===== src/rtl/evict_write_buffer.sv =====
// ---------------------------------------------------------------------------
// evict_write_buffer
//
// FIFO write buffer between the cache eviction path and main-memory BRAM
// port B. Whole dirty 128-bit blocks are accepted in a single cycle, so an
// eviction never waits on memory. Each buffered block is drained as four
// 32-bit word writes, paced by i_ready_mm. A combinational snoop lets the
// refill path read a block that is still buffered rather than stale memory.
//
// Optional feature (macro WBUF_COALESCE_EN): a push whose address matches a
// valid, non-draining entry overwrites that entry's data in place instead of
// allocating a new one.
//
// Ports:
//   clk            system clock, rising edge
//   nrst           asynchronous active-low reset
//   i_push         enqueue request for an evicted block
//   i_block_addr   block address of the evicted block (byte addr [ADDR_BITS-1:4])
//   i_block        evicted block data, word k at bits [32k+31:32k]
//   o_full         all DEPTH entries valid
//   o_empty        no valid entries
//   o_overflow     one-cycle pulse, the cycle after a push was dropped
//   i_ready_mm     memory accepts a write this cycle
//   o_addr_to_mem  word address {entry block addr, beat}
//   o_data_to_mem  word being written
//   o_we           byte write enables to BRAM port B
//   o_drain_done   pulse on the cycle the last beat of an entry is written
//   i_snoop_addr   block address requested by the refill path
//   o_snoop_hit    a valid entry matches i_snoop_addr
//   o_snoop_data   block data of the youngest matching entry (0 on miss)
// ---------------------------------------------------------------------------
module evict_write_buffer #(
    parameter int ADDR_BITS = 12,
    parameter int DEPTH     = 2,
    parameter int PTR_BITS  = $clog2(DEPTH)
) (
    input  logic                 clk,
    input  logic                 nrst,
    input  logic                 i_push,
    input  logic [ADDR_BITS-5:0] i_block_addr,
    input  logic [127:0]         i_block,
    output logic                 o_full,
    output logic                 o_empty,
    output logic                 o_overflow,
    input  logic                 i_ready_mm,
    output logic [ADDR_BITS-3:0] o_addr_to_mem,
    output logic [31:0]          o_data_to_mem,
    output logic [3:0]           o_we,
    output logic                 o_drain_done,
    input  logic [ADDR_BITS-5:0] i_snoop_addr,
    output logic                 o_snoop_hit,
    output logic [127:0]         o_snoop_data
);

    localparam int BA = ADDR_BITS - 4;

    localparam logic [0:0] ST_IDLE  = 1'b0;
    localparam logic [0:0] ST_WRITE = 1'b1;

    localparam logic [PTR_BITS:0]   CNT_FULL = (PTR_BITS + 1)'(DEPTH);
    localparam logic [PTR_BITS:0]   CNT_ONE  = (PTR_BITS + 1)'(1);
    localparam logic [PTR_BITS-1:0] PTR_ONE  = PTR_BITS'(1);

    // Entry storage
    logic [BA-1:0]       addr_q [DEPTH];
    logic [127:0]        data_q [DEPTH];
    logic [DEPTH-1:0]    valid_q;
    logic [PTR_BITS-1:0] rd_ptr_q;
    logic [PTR_BITS-1:0] wr_ptr_q;
    logic [PTR_BITS:0]   count_q;
    logic [PTR_BITS:0]   count_d;

    // Drain FSM
    logic [0:0]          state_q;
    logic [0:0]          state_d;
    logic [1:0]          beat_q;
    logic [1:0]          beat_d;

    logic                overflow_q;
    logic                overflow_d;

    logic                draining;
    logic                we_fire;
    logic                pop;
    logic                push_alloc;
    logic                push_coal;
    logic                coal_hit;
    logic [PTR_BITS-1:0] coal_idx;
    logic [PTR_BITS-1:0] snoop_idx;

    // The FSM only sits in WRITE while count > 0, and rd_ptr is the entry on the wire.
    assign draining = (state_q == ST_WRITE);
    assign we_fire  = draining && i_ready_mm;
    assign pop      = we_fire && (beat_q == 2'd3);

    assign o_we          = we_fire ? 4'hF : 4'h0;
    assign o_drain_done  = pop;
    assign o_addr_to_mem = draining ? {addr_q[rd_ptr_q], beat_q} : '0;
    assign o_data_to_mem = draining ? data_q[rd_ptr_q][{beat_q, 5'b00000} +: 32] : '0;

    assign o_full     = (count_q == CNT_FULL);
    assign o_empty    = (count_q == '0);
    assign o_overflow = overflow_q;

`ifdef WBUF_COALESCE_EN
    // Only a non-draining entry may be overwritten; the draining one is already
    // partly in memory, so a matching push must allocate behind it.
    always_comb begin
        coal_hit = 1'b0;
        coal_idx = '0;
        for (int i = 0; i < DEPTH; i++) begin
            if (valid_q[i] && (addr_q[i] == i_block_addr) &&
                !(draining && (PTR_BITS'(i) == rd_ptr_q))) begin
                coal_hit = 1'b1;
                coal_idx = PTR_BITS'(i);
            end
        end
    end
`else
    assign coal_hit = 1'b0;
    assign coal_idx = '0;
`endif

    // A full buffer can still accept a push on the cycle its head entry pops;
    // wr_ptr == rd_ptr then, so the new entry reuses the freed slot.
    assign push_coal  = i_push && coal_hit;
    assign push_alloc = i_push && !coal_hit && (!o_full || pop);
    assign overflow_d = i_push && !coal_hit && !push_alloc;

    always_comb begin
        count_d = count_q;
        if (push_alloc && !pop) begin
            count_d = count_q + CNT_ONE;
        end else if (!push_alloc && pop) begin
            count_d = count_q - CNT_ONE;
        end
    end

    always_comb begin
        state_d = state_q;
        beat_d  = beat_q;
        case (state_q)
            ST_IDLE: begin
                // Look at the incoming push too, so a block pushed into an empty
                // buffer is on the wire the very next cycle.
                if ((count_q != '0) || push_alloc) begin
                    state_d = ST_WRITE;
                    beat_d  = 2'd0;
                end
            end
            ST_WRITE: begin
                if (we_fire) begin
                    if (beat_q == 2'd3) begin
                        beat_d  = 2'd0;
                        state_d = (count_d != '0) ? ST_WRITE : ST_IDLE;
                    end else begin
                        beat_d = beat_q + 2'd1;
                    end
                end
            end
            default: begin
                state_d = ST_IDLE;
                beat_d  = 2'd0;
            end
        endcase
    end

    // Snoop: walk oldest to youngest so the youngest match wins.
    always_comb begin
        o_snoop_hit  = 1'b0;
        o_snoop_data = '0;
        snoop_idx    = '0;
        for (int i = 0; i < DEPTH; i++) begin
            snoop_idx = rd_ptr_q + PTR_BITS'(i);
            if (valid_q[snoop_idx] && (addr_q[snoop_idx] == i_snoop_addr)) begin
                o_snoop_hit  = 1'b1;
                o_snoop_data = data_q[snoop_idx];
            end
        end
    end

    always_ff @(posedge clk or negedge nrst) begin
        if (!nrst) begin
            for (int i = 0; i < DEPTH; i++) begin
                addr_q[i] <= '0;
                data_q[i] <= '0;
            end
            valid_q    <= '0;
            rd_ptr_q   <= '0;
            wr_ptr_q   <= '0;
            count_q    <= '0;
            state_q    <= ST_IDLE;
            beat_q     <= 2'd0;
            overflow_q <= 1'b0;
        end else begin
            state_q    <= state_d;
            beat_q     <= beat_d;
            count_q    <= count_d;
            overflow_q <= overflow_d;
            // Pop clears first so a same-slot push (full + pop) leaves it valid.
            if (pop) begin
                valid_q[rd_ptr_q] <= 1'b0;
                rd_ptr_q          <= rd_ptr_q + PTR_ONE;
            end
            if (push_alloc) begin
                addr_q[wr_ptr_q]  <= i_block_addr;
                data_q[wr_ptr_q]  <= i_block;
                valid_q[wr_ptr_q] <= 1'b1;
                wr_ptr_q          <= wr_ptr_q + PTR_ONE;
            end
            if (push_coal) begin
                data_q[coal_idx] <= i_block;
            end
        end
    end

endmodule

===== config.mk =====
export PLATFORM = sky130hd
export DESIGN_NAME = evict_write_buffer
export DESIGN_NICKNAME = d
export VERILOG_FILES = /design/src/rtl/evict_write_buffer.sv
export SDC_FILE = /design/constraint.sdc
export NUM_CORES = 1
export LEC_CHECK = 0
export CAP_MARGIN = 10
export CORE_ASPECT_RATIO = 1.2
export CORE_UTILIZATION = 59
export DETAILED_ROUTE_END_ITERATION = 12
export PLACE_DENSITY_LB_ADDON = 0.08
export SLEW_MARGIN = 0
export SYNTH_ARGS = -nofsm -noshare
export SYNTH_HDL_FRONTEND = slang
export SYNTH_SLANG_ARGS = --single-unit

===== constraint.sdc =====
create_clock -name clk -period 11.1 [get_ports clk]
set_clock_uncertainty 0.05 [all_clocks]
set_input_delay 3.33 -clock clk [delete_from_list [all_inputs] [get_ports clk]]
set_output_delay 3.33 -clock clk [all_outputs]
set_load 0.01 [all_outputs]

* Word level (Yosys, flattened, before mapping)
Index checks and enable logic that the tools add are counted.
Storage, ports and cells: register bits 282, logic and storage cells 105
Operators by class: $lt $le $gt $ge 9, mux-type cells 46, add/subtract/negate cells 5, reduce and logical (&&, ||, !) cells 20, equal/unequal tests 6, bitwise logic cells 7, shifts and indexed selects 1
Operators with widths (number):
- 128-bit 2-to-1 mux | 9
- 256-bit bitwise mux | 1
- 128-bit demux with 1-bit select | 1
- 128-bit by 8-bit variable part select with 32-bit output | 1
- 8-bit 2-to-1 mux | 7
- 32-bit 2-to-1 mux | 1
- 16-bit bitwise mux | 1
- 8-bit equality test | 2
- 2-bit 2-to-1 mux | 7
- 1-bit 2-to-1 mux | 12
- 1-bit logical AND | 11
- 10-bit 2-to-1 mux | 1
- 8-bit demux with 1-bit select | 1
- 2-bit greater-or-equal comparator (second input constant) | 3
- 1-bit by 2-bit less-than comparator with 1-bit output (second input constant) | 3
- 1-bit NOT with 2-bit output | 3
- 2-bit by 1-bit adder with 2-bit output (second input constant) | 2
- 2-bit equality test (second input constant) | 2
- 4-bit 2-to-1 mux | 1
- 2-bit case mux with 2 select lines | 1
- 2-bit nonzero test | 2
- 1-bit logical NOT | 3
- 1-bit adder (second input constant) | 2
- 2-bit bitwise AND | 1
- 13 further kinds | 16

* Logic depth before layout (Yosys ltp)
depth in word-level cells 13, mapped depth 10

* Worst setup path before layout
Ideal clock, no wire load.
path kind in2out, start input i_snoop_addr[4], end output o_snoop_data[0], data arrival time 4.850 ns, cell stages on the path 7, slack 2.870 ns, path buffers 2, cells stage by stage xnor2_1 > nand3_1 > a2111oi_4 > clkbuf_1 > buf_2 > o2111ai_1 > a22oi_1
Between the ends: word-level cells in the longest chain between the ends 4, elaborated cells on any way between the ends 6, classes of those cells eq/ne: 2; mux: 2; reduce/logical: 2
Ends and longest elaborated chain:
- start, declared | RTL line 50 | input logic [ADDR_BITS-5:0] i_snoop_addr,
- 8-bit equality test | RTL line 175 | if (valid_q[snoop_idx] && (addr_q[snoop_idx] == i_snoop_addr)) begin
- 1-bit logical AND | RTL line 175
- 128-bit 2-to-1 mux | RTL line 175
- 128-bit 2-to-1 mux (*) | RTL line 175
- end, declared | RTL line 52 | output logic [127:0] o_snoop_data
Mark *: on every way between the ends. The rest lies on a longest branch, timed or not.

* Worst setup path after layout
start input i_snoop_addr[3], end output o_snoop_data[54]
Same word-level chain as after synthesis.

==> results.md <==
* HP Class: flop to flop
* Cell Area, Synth at 0.0187 mm^2
* Final WL at 60,500 um
* Asr flop ratio synth at 1.00
* #FFs+latches synth at 282
* Tmin final at slightly above 10 ns
* Overflow after GRT at 0
* Post-synthesis mux area share at 0.266
* Row cnt at 71
* Synth Area in Adders at 0.00200
* Slew @ Worst Pin at 1.01 ns
* PortBufs at 326
* Max_slew headroom at 0.328
* Fin crit share at 0.920
* Mapped Nets at roughly 1,800
* Crit. End Element: output port
* Most common cell in the netlist: dfrtp_1
* Via count at 17,000
* F_max at 97.9 MHz
* PD cells at 346 mW/mm^2
* Share of layout cells above drive strength 1 at 0.237
* Die Area at 0.0325 mm^2
* Die Wd at around 160 um
* Worst skew pair latency at 0.56 ns
* Number of global-route vias before repair at 16,000
* Root buffer cell: clkbuf_16
* Place WS at 0.991 ns
* Post-synthesis simple-gate area fraction at 0.0226
* Vias per cell at 7.58
* Largest net degree at the start of global routing at around 160
* Hold_buf cts at 0
* WS Path Type: primary input to output port
* Initial antenna violation count at 12
* Initial core utilization at 0.599
* CORE AREA at 0.0313 mm^2
* Router iterations before antenna repair at 6
* Leak at 8.14 nW
* Sink Count at 282
* Antenna-violating nets left at 0
* Final core utilization at 0.734
* First-pass GRT wire length at 92,200 um
* H-Tree Depth at 1
* Yosys top cell area share at 0.377
* Sequential share of the synthesized area at 0.377
* Synth Area in Compound Gates at 0.262
* Largest family of logic cells by synthesized area: multiplexers
* CTS tree: built
* Clock transition at path regs at 0.06 ns
* Fin Setup TNS at 0 ns
* Maximum root-to-sink buffer count at 3
* Main synth FF type: dfrtp_1
* Worst-path fanout max at 76
* VDD IR max at roughly 0.29 mV
* # IOs at 327
* Netlist cell types at 34
* Critical path arrival at a little under 7 ns
* Hold Fails Final Rpt at 0
* Nets at 1,966
* Status: completed
* Synth warnings at 0
* Number of flops mapped to enable cells by yosys at 0
* HPWL Detailed at 36,100 um
* RSZ-0062 raised after global routing: false
* Die Ht at 197 um
* Total GRT Usage at 0.363
* Synth Instances at 1,678
* MaxCap Viol Count at 0
* Nature of the critical path startpoint: primary input
* DR DRC count at 0
* Synth cell count leaders: dfrtp_1 (282), mux2_2 (273), a31oi_1 (257)
* TritonCTS buffer count at 31
* Xor/xnor share of the synthesized area at 0.0103
* Layout area overhead at 22.6%
* Worst EP required at 7.72 ns
* Initial DRC count at 1,967
* Final WS setup at 0.883 ns
* GP Congestion at 0.907
* Placed cell area at 0.0219 mm^2
* Final setup viols at 0
* Post-CTS sizing at 0
* Avg Cell Area, Syn at 11.2 um^2
* Detailed-route wire length per cell at 26.9 um
* Finished Cell Area at 0.0230 mm^2
* Post-CTS Repair Setup Buffers at 0
* Largest area contributor in the netlist: dfrtp_1
* Slew Limit Fails at 0
* Top cells by area, synth: dfrtp_1 (38%), mux2_2 (16%), o2111ai_1 (12%)
==> area by class of cell <==
class / instances / area (um^2)
diodes: 8 / 20.0
clock buffers: 49 / 933
clock inverters: 9 / 124
fillers: 2209 / 8310
inverters: 4 / 17.5
multi-input cells: 1133 / 10600
flip-flops and latches: 282 / 7070
well taps: 401 / 502
repair buffers: 363 / 3680
==> flip-flops by register name (all words and copies together) (netlist names) <==
| register | count |
|---|---|
| data_q | 256 |
| rd_ptr_q | 1 |
| valid_q | 2 |
| draining | 1 |
| addr_q | 16 |
| o_overflow | 1 |
| beat_q | 2 |
| wr_ptr_q | 1 |
| count_q | 2 |
==> power by group <==
| group | switching [mW] | internal [mW] | total, mW |
|---|---|---|---|
| Clock | 0.425 | 0.642 | 1.07 |
| Combinational | 2.46 | 2.27 | 4.72 |
| Sequential | 0.596 | 1.56 | 2.16 |
==> logic make-up (layout without fill, tap and decap cells) <==
logic type | after synthesis | in the layout
AOI/OAI and AO/OA | 655 | 655
muxes | 384 | 384
DFF | 282 | 282
buffers and inverters | 263 | 425
and+or+nand+nor | 69 | 69
xor gates and xnor gates | 22 | 22
adders and majority gates | 3 | 3
other | 0 | 8
==> worst paths after layout <==
path | from | depth (start not counted) | slack (ns) | end
setup / recovery | i_snoop_addr[3] | 8 | 0.88 | o_snoop_data[54]
hold / removal | count_q[0] | 1 | 0.47 | count_q[0]
setup reg to reg | beat_q[0] | 9 | 6.83 | data_q[219]
hold reg to reg | count_q[0] | 1 | 0.47 | count_q[0]
max in group asynchronous | nrst | 2 | 6.80 | data_q[154]
min in group asynchronous | nrst | 1 | 2.72 | data_q[61]
==> metrics by stage <==
stage	std cells	hold slack, ns	power (mW)
5_1_grt	2248	0.486	8.33
6_report	2249	0.467	7.95
4_1_cts	2241	0.472	7.90
3_5_place_dp	2183	0.458	6.80
3_3_place_gp	2183	0.453	6.67
2_1_floorplan	1678	0.417	4.91
==> metal layers <==
layer / GRT usage / vias up / wire (um)
li1: - / 7292 / -
met1: 0.478 / 8604 / 23000
met2: 0.567 / 969 / 28300
met3: 0.0638 / 174 / 5380
met4: 0.198 / 8 / 3640
met5: 0 / - / 57
==> critical path: stages <==
cell	delay (ns)
clkdlybuf4s50_1	0.50
xnor2_1	0.18
a32oi_1	0.39
or4_4	0.82
buf_4	0.44
o2111ai_1	0.14
a22oi_1	0.37
clkdlybuf4s50_1	0.61
==> cells in the final DEF (no fill, tap or decap), types with 26 or more instances in the layout <==
cell             instances
mux4_2                  64
o2111ai_1              256
nor2b_1                 40
buf_4                   26
clkdlybuf4s50_1        325
mux2i_1                 47
clkbuf_16               31
a22oi_1                128
mux2_2                 273
a31oi_1                257
dfrtp_1                279
No activity file was read; power rests on OpenSTA's default activity.
